<file path="config.mk">
export PLATFORM = sky130hd
export DESIGN_NAME = expr_input_ctrl
export DESIGN_NICKNAME = d
export VERILOG_FILES = /design/src/rtl/expr_input_ctrl.sv
export SDC_FILE = /design/constraint.sdc
export NUM_CORES = 1
export LEC_CHECK = 0
export BUFFER_PORTS_ARGS = -buffer_cell sky130_fd_sc_hd__buf_2
export CAP_MARGIN = 20
export CORE_MARGIN = 4
export CORE_UTILIZATION = 50
export DETAILED_ROUTE_END_ITERATION = 10
export HOLD_SLACK_MARGIN = 0.06
export PLACE_DENSITY = 0.8
export SETUP_SLACK_MARGIN = 0.2
export SLEW_MARGIN = 20
export SYNTH_ARGS = -nofsm -noshare
export SYNTH_HDL_FRONTEND = slang
export SYNTH_SLANG_ARGS = --single-unit
</file>
<file path="constraint.sdc">
create_clock -name clk -period 6.15 [get_ports clk]
set_clock_uncertainty 0.2 [all_clocks]
set_input_delay 0 -clock clk [delete_from_list [all_inputs] [get_ports clk]]
set_output_delay 0 -clock clk [all_outputs]
set_load 0.005 [all_outputs]
</file>
<file path="src/rtl/expr_input_ctrl.sv">
// Keypad front-end for the stack calculator: builds decimal operands, orders operators by precedence
// and sequences the calculation unit. Optional macro OVERFLOW_CHECK_EN flags accumulator overflow.
module expr_input_ctrl #(
   parameter int DW  = 8,
   parameter int OPW = 2
) (
   input  logic           clk,
   input  logic           reset,
   input  logic           key_valid,
   input  logic [3:0]     key_code,
   output logic           key_ready,
   output logic [DW-1:0]  opndSTK_Din,
   output logic           opndSTK_push,
   input  logic           opndSTK_full,
   output logic [OPW-1:0] opSTK_Din,
   output logic           opSTK_push,
   input  logic [OPW-1:0] opSTK_Dout,
   input  logic           opSTK_empty,
   input  logic           opSTK_full,
   output logic           stk_clr,
   output logic           calc_start,
   input  logic           calc_complete,
   output logic           busy,
   output logic           done,
   output logic           err
);

   typedef enum logic [3:0] {
      S_IDLE, S_NUM, S_PUSH_OPND, S_CHECK, S_START,
      S_CALC_WAIT, S_PUSH_OP, S_DRAIN, S_FINISH, S_ERR
   } state_t;

   state_t         state_q, state_d;
   logic [DW-1:0]  acc_q, acc_d;
   logic           have_num_q, have_num_d;
   logic [OPW-1:0] pend_op_q, pend_op_d;
   logic           pend_eq_q, pend_eq_d;   // operand push was triggered by '='
   logic           origin_q, origin_d;     // 1: return to DRAIN after calc, 0: CHECK
   logic           err_q, err_d;
   logic           stk_clr_q, stk_clr_d;

   logic           is_digit, is_op, is_eq, is_clr, in_entry;
   logic [OPW-1:0] key_op;
   logic [DW-1:0]  digit_val;
   logic           digit_ovf;

   assign is_digit = (key_code <= 4'd9);
   assign is_op    = (key_code >= 4'd10) && (key_code <= 4'd13);
   assign is_eq    = (key_code == 4'd14);
   assign is_clr   = (key_code == 4'd15);
   assign key_op   = OPW'(key_code - 4'd10);
   assign in_entry = (state_q == S_IDLE) || (state_q == S_NUM);

`ifdef OVERFLOW_CHECK_EN
   logic [DW+3:0] digit_ext;
   assign digit_ext = ({4'b0, acc_q} * (DW+4)'(10)) + (DW+4)'(key_code);
   assign digit_ovf = |digit_ext[DW+3:DW];
   assign digit_val = digit_ext[DW-1:0];
`else
   assign digit_ovf = 1'b0;
   assign digit_val = (acc_q * DW'(10)) + DW'(key_code);
`endif

   always_ff @(posedge clk or posedge reset) begin
      if (reset) begin
         state_q    <= S_IDLE;
         acc_q      <= '0;
         have_num_q <= 1'b0;
         pend_op_q  <= '0;
         pend_eq_q  <= 1'b0;
         origin_q   <= 1'b0;
         err_q      <= 1'b0;
         stk_clr_q  <= 1'b0;
      end else begin
         state_q    <= state_d;
         acc_q      <= acc_d;
         have_num_q <= have_num_d;
         pend_op_q  <= pend_op_d;
         pend_eq_q  <= pend_eq_d;
         origin_q   <= origin_d;
         err_q      <= err_d;
         stk_clr_q  <= stk_clr_d;
      end
   end

   always_comb begin
      state_d    = state_q;
      acc_d      = acc_q;
      have_num_d = have_num_q;
      pend_op_d  = pend_op_q;
      pend_eq_d  = pend_eq_q;
      origin_d   = origin_q;
      err_d      = err_q;
      stk_clr_d  = 1'b0;
      case (state_q)
         S_IDLE, S_NUM, S_ERR: begin
            if (key_valid && is_clr) begin
               state_d    = S_IDLE;
               acc_d      = '0;
               have_num_d = 1'b0;
               err_d      = 1'b0;
               stk_clr_d  = 1'b1;
            end else if (key_valid && in_entry) begin
               if (is_digit) begin
                  if (digit_ovf) begin
                     state_d = S_ERR;
                     err_d   = 1'b1;
                  end else begin
                     acc_d      = digit_val;
                     have_num_d = 1'b1;
                     state_d    = S_NUM;
                  end
               end else if (is_eq) begin
                  pend_eq_d = 1'b1;
                  state_d   = have_num_q ? S_PUSH_OPND : S_DRAIN;
               end else if (is_op && have_num_q) begin
                  pend_op_d = key_op;
                  pend_eq_d = 1'b0;
                  state_d   = S_PUSH_OPND;
               end
            end
         end
         S_PUSH_OPND: begin
            if (opndSTK_full) begin
               state_d = S_ERR;
               err_d   = 1'b1;
            end else begin
               acc_d      = '0;
               have_num_d = 1'b0;
               state_d    = pend_eq_q ? S_DRAIN : S_CHECK;
            end
         end
         S_CHECK: begin
            // Equal precedence reduces first so ties evaluate left-to-right.
            if (opSTK_empty || (opSTK_Dout[OPW-1] < pend_op_q[OPW-1])) begin
               state_d = S_PUSH_OP;
            end else begin
               origin_d = 1'b0;
               state_d  = S_START;
            end
         end
         S_START:     state_d = S_CALC_WAIT;
         S_CALC_WAIT: if (calc_complete) state_d = origin_q ? S_DRAIN : S_CHECK;
         S_PUSH_OP: begin
            if (opSTK_full) begin
               state_d = S_ERR;
               err_d   = 1'b1;
            end else begin
               state_d = S_NUM;
            end
         end
         S_DRAIN: begin
            if (!opSTK_empty) begin
               origin_d = 1'b1;
               state_d  = S_START;
            end else begin
               state_d = S_FINISH;
            end
         end
         S_FINISH: state_d = S_IDLE;
         default:  state_d = S_IDLE;
      endcase
   end

   always_comb begin
      key_ready    = in_entry && !reset;
      opndSTK_push = (state_q == S_PUSH_OPND) && !opndSTK_full;
      opndSTK_Din  = opndSTK_push ? acc_q : '0;
      opSTK_push   = (state_q == S_PUSH_OP) && !opSTK_full;
      opSTK_Din    = opSTK_push ? pend_op_q : '0;
      calc_start   = (state_q == S_START);
      done         = (state_q == S_FINISH);
      busy         = !in_entry;
      err          = err_q;
      stk_clr      = stk_clr_q;
   end

endmodule

</file>
==> qor.txt <==
Crit path DAT - 2.75 ns
Register area share after synthesis - 32.7%
Largest net degree at the start of global routing - 20
DP Wirelength - 2.68 mm
Final Cycle Share - 44.5%
Placed instance area - 0.00162 mm²
DRC viols - 0
Fmax - 365 MHz
Fin. Hold Viols - 0
Final instance area - 0.00179 mm²
Critical path class - flip-flop to flip-flop
Tot GR Track Use - 21.0%
Max VDD drop - 449 µV
Vias - 1299
Synth Warn # - 0
Sequential cell area - 475 µm²
Sw Pwr - 350 µW
Crit Path Max Fanout - 5
Buffers & Inverters on Critical Path - 1
RSZ-0062 raised after global routing - no
FILL cells - 245
Worst-margin pin slew - 0.718 ns
Critical path's largest stage delay - 0.46 ns
Internal Power - 446 µW
Vias in the first global route - 1309
Power share of the clock group - 8.3%
CTS Buf Count - 3
Die span in x - 61.9 µm
Outcome - finished clean
Slew HR - 52.1%
Flops & latches, synth - 19
H-tree depth - 1
Critical Path, Cell by Cell - ha_1, ha_1, inv_1, fa_1, nor4b_1, xnor2_1, xnor2_1, a22o_1
Die area - 0.00383 mm²
GR Overflow Total - 0
Area Growth Syn to Fin - 22.9%
WL final - 3.49 mm
DP Cell Count - 209
WL per Instance - 15.4 µm
CORE AREA - 0.00276 mm²
Initial antenna violation count - 0
Nets - 222
Most frequent cells in the layout - buf_2 (29), dfrtp_1 (19), dlygate4sd3_1 (14), nand2_1 (13)
CP required - 6.16 ns
Nature of the critical path endpoint - flip-flop
Antenna cells - 0
Initial DRT Pass Iterations - 4
Slew Viols, Final - 0
Synth cell types - 45
Post-Syn Area - 0.00145 mm²
GPL Wtd Cong - 0.828
Final WS setup - 3.41 ns
Worst setup SP type - flip-flop
IO buf count - 29
Share of layout cells above drive strength 1 - 20.4%
Switching share of total power - 44.0%
Pre-CTS WS - 3.44 ns
Pwr dens - 445 mW/mm²
Via density - 5.72
Ys async rst share - 100%
Starting Density - 52.7%
Hold Path Class - primary input to async pin
IO Pins - 31
CTS clk-pin slew, worst paths - 0.11 ns
Mapped Cells - 153
EDFF count, synth - 0
Clock Sinks - 19
Commonest non-fill, non-tap cell in the layout - buf_2
Final hold slack - 0.148 ns
Register share of total power - 31.0%
Die Y - 61.9 µm
Fin cells - 227
Slowest cell on the critical path - dfrtp_1
Post-CTS setup buffers - 0
Clock Latency Late Sink - 0.31 ns
Synth Flop Type - dfrtp_1
Max Root-Sink Buffers - 2
Max_cap viols - 0
Lkg Pwr - 0.881 nW
Mean post-synth cell area - 9.50 µm²
CTS tree - yes
CP delay by family, top - adder cells
Number of routed nets with antenna violations - 0
Syn_nets - 178
Row count - 19
Root buffer cell - clkbuf_4
Logic pwr share - 60.6%
Final min period - 2.74 ns
TNS Setup - 0 ns
Final setup fails - 0
Final core occ - 64.8%
Power, Total - 796 µW
Area of the multi-input gates - 938 µm²
DR iter-0 viols - 86
First-pass GRT wire length - 6.00 mm
==> routing by layer <==
layer | share of wire [%] | vias up | global-route usage (%) | wire length (µm)
met5 | 0 | - | 0 | 0
met1 | 44 | 614 | 26.8 | 1540
li1 | - | 643 | - | -
met3 | 4.3 | 5 | 1.24 | 151
met2 | 50 | 37 | 37.4 | 1740
met4 | 1.7 | 0 | 7.58 | 58
==> what timing repair did <==
item                                   CTS  global route
resized for setup                        0             0
endpoints found under the hold margin   33             0
hold buffers                            14             0
==> synthesized netlist by cell type, types with 2 or more instances <==
master	n	share of area, %
o21ai_0	5	1.7
and2_1	10	4.3
a21o_1	4	2.1
nor2b_1	6	2.6
o21a_1	2	1.0
a22o_1	8	4.8
nor4b_1	2	1.2
xnor2_1	6	3.6
ha_1	10	8.6
dfrtp_1	19	33
xor2_1	4	2.4
fa_1	2	2.8
nor3_1	4	1.4
and3_1	2	0.86
a21oi_1	7	2.4
buf_2	2	0.69
clkbuf_1	2	0.52
o22ai_1	2	0.86
nand2b_1	5	2.2
nor2_1	9	2.3
inv_1	6	1.5
nand2_1	13	3.4
==> cells by family after synthesis <==
group | synth area share (%)
AOI/OAI and AO/OA | 20.8
and+or+nand+nor | 24.9
xor gates and xnor gates | 6.02
DFF | 32.7
buffers and inverters | 2.75
muxes | 1.46
adders and majority gates | 11.4
==> worst min-delay path: cells and delay by family <==
kind / cells / cell delay, ns
buf+inv: 3 / 1.17
==> cell type report <==
cell class | count | area share, %
sequential | 19 | 26.6
tap | 31 | 2.17
inverter | 6 | 1.26
timing repair buffer | 43 | 16.0
multi-input combinational | 124 | 52.5
clock buffer | 4 | 1.47
==> power by group through the flow <==
stage	combinational (mW)	clock, mW	sequential (mW)
after CTS	0.482	0.0662	0.246
after floorplan	0.391	0	0.214
after detailed placement	0.466	0	0.247
final	0.482	0.0663	0.247
after global routing	0.538	0.0688	0.258
after global placement	0.438	0	0.244
==> worst paths after layout <==
check | cells past startpoint | endpoint | slack, ns | from
setup / recovery | 8 | acc_q[7] | 3.41 | acc_q[1]
hold / removal | 3 | err | 0.15 | reset
setup reg to reg | 8 | acc_q[7] | 3.41 | acc_q[1]
hold reg to reg | 2 | err | 0.32 | err
max in group asynchronous | 3 | state_q[0] | 5.15 | reset
min in group clk | 2 | err | 0.32 | err
==> flip-flops by register name, indices dropped and copies added (netlist names) <==
register,count
have_num_q,1
pend_op_q,2
pend_eq_q,1
err,1
state_q,4
acc_q,8
stk_clr,1
origin_q,1
Power figures use the tool's default switching activity.
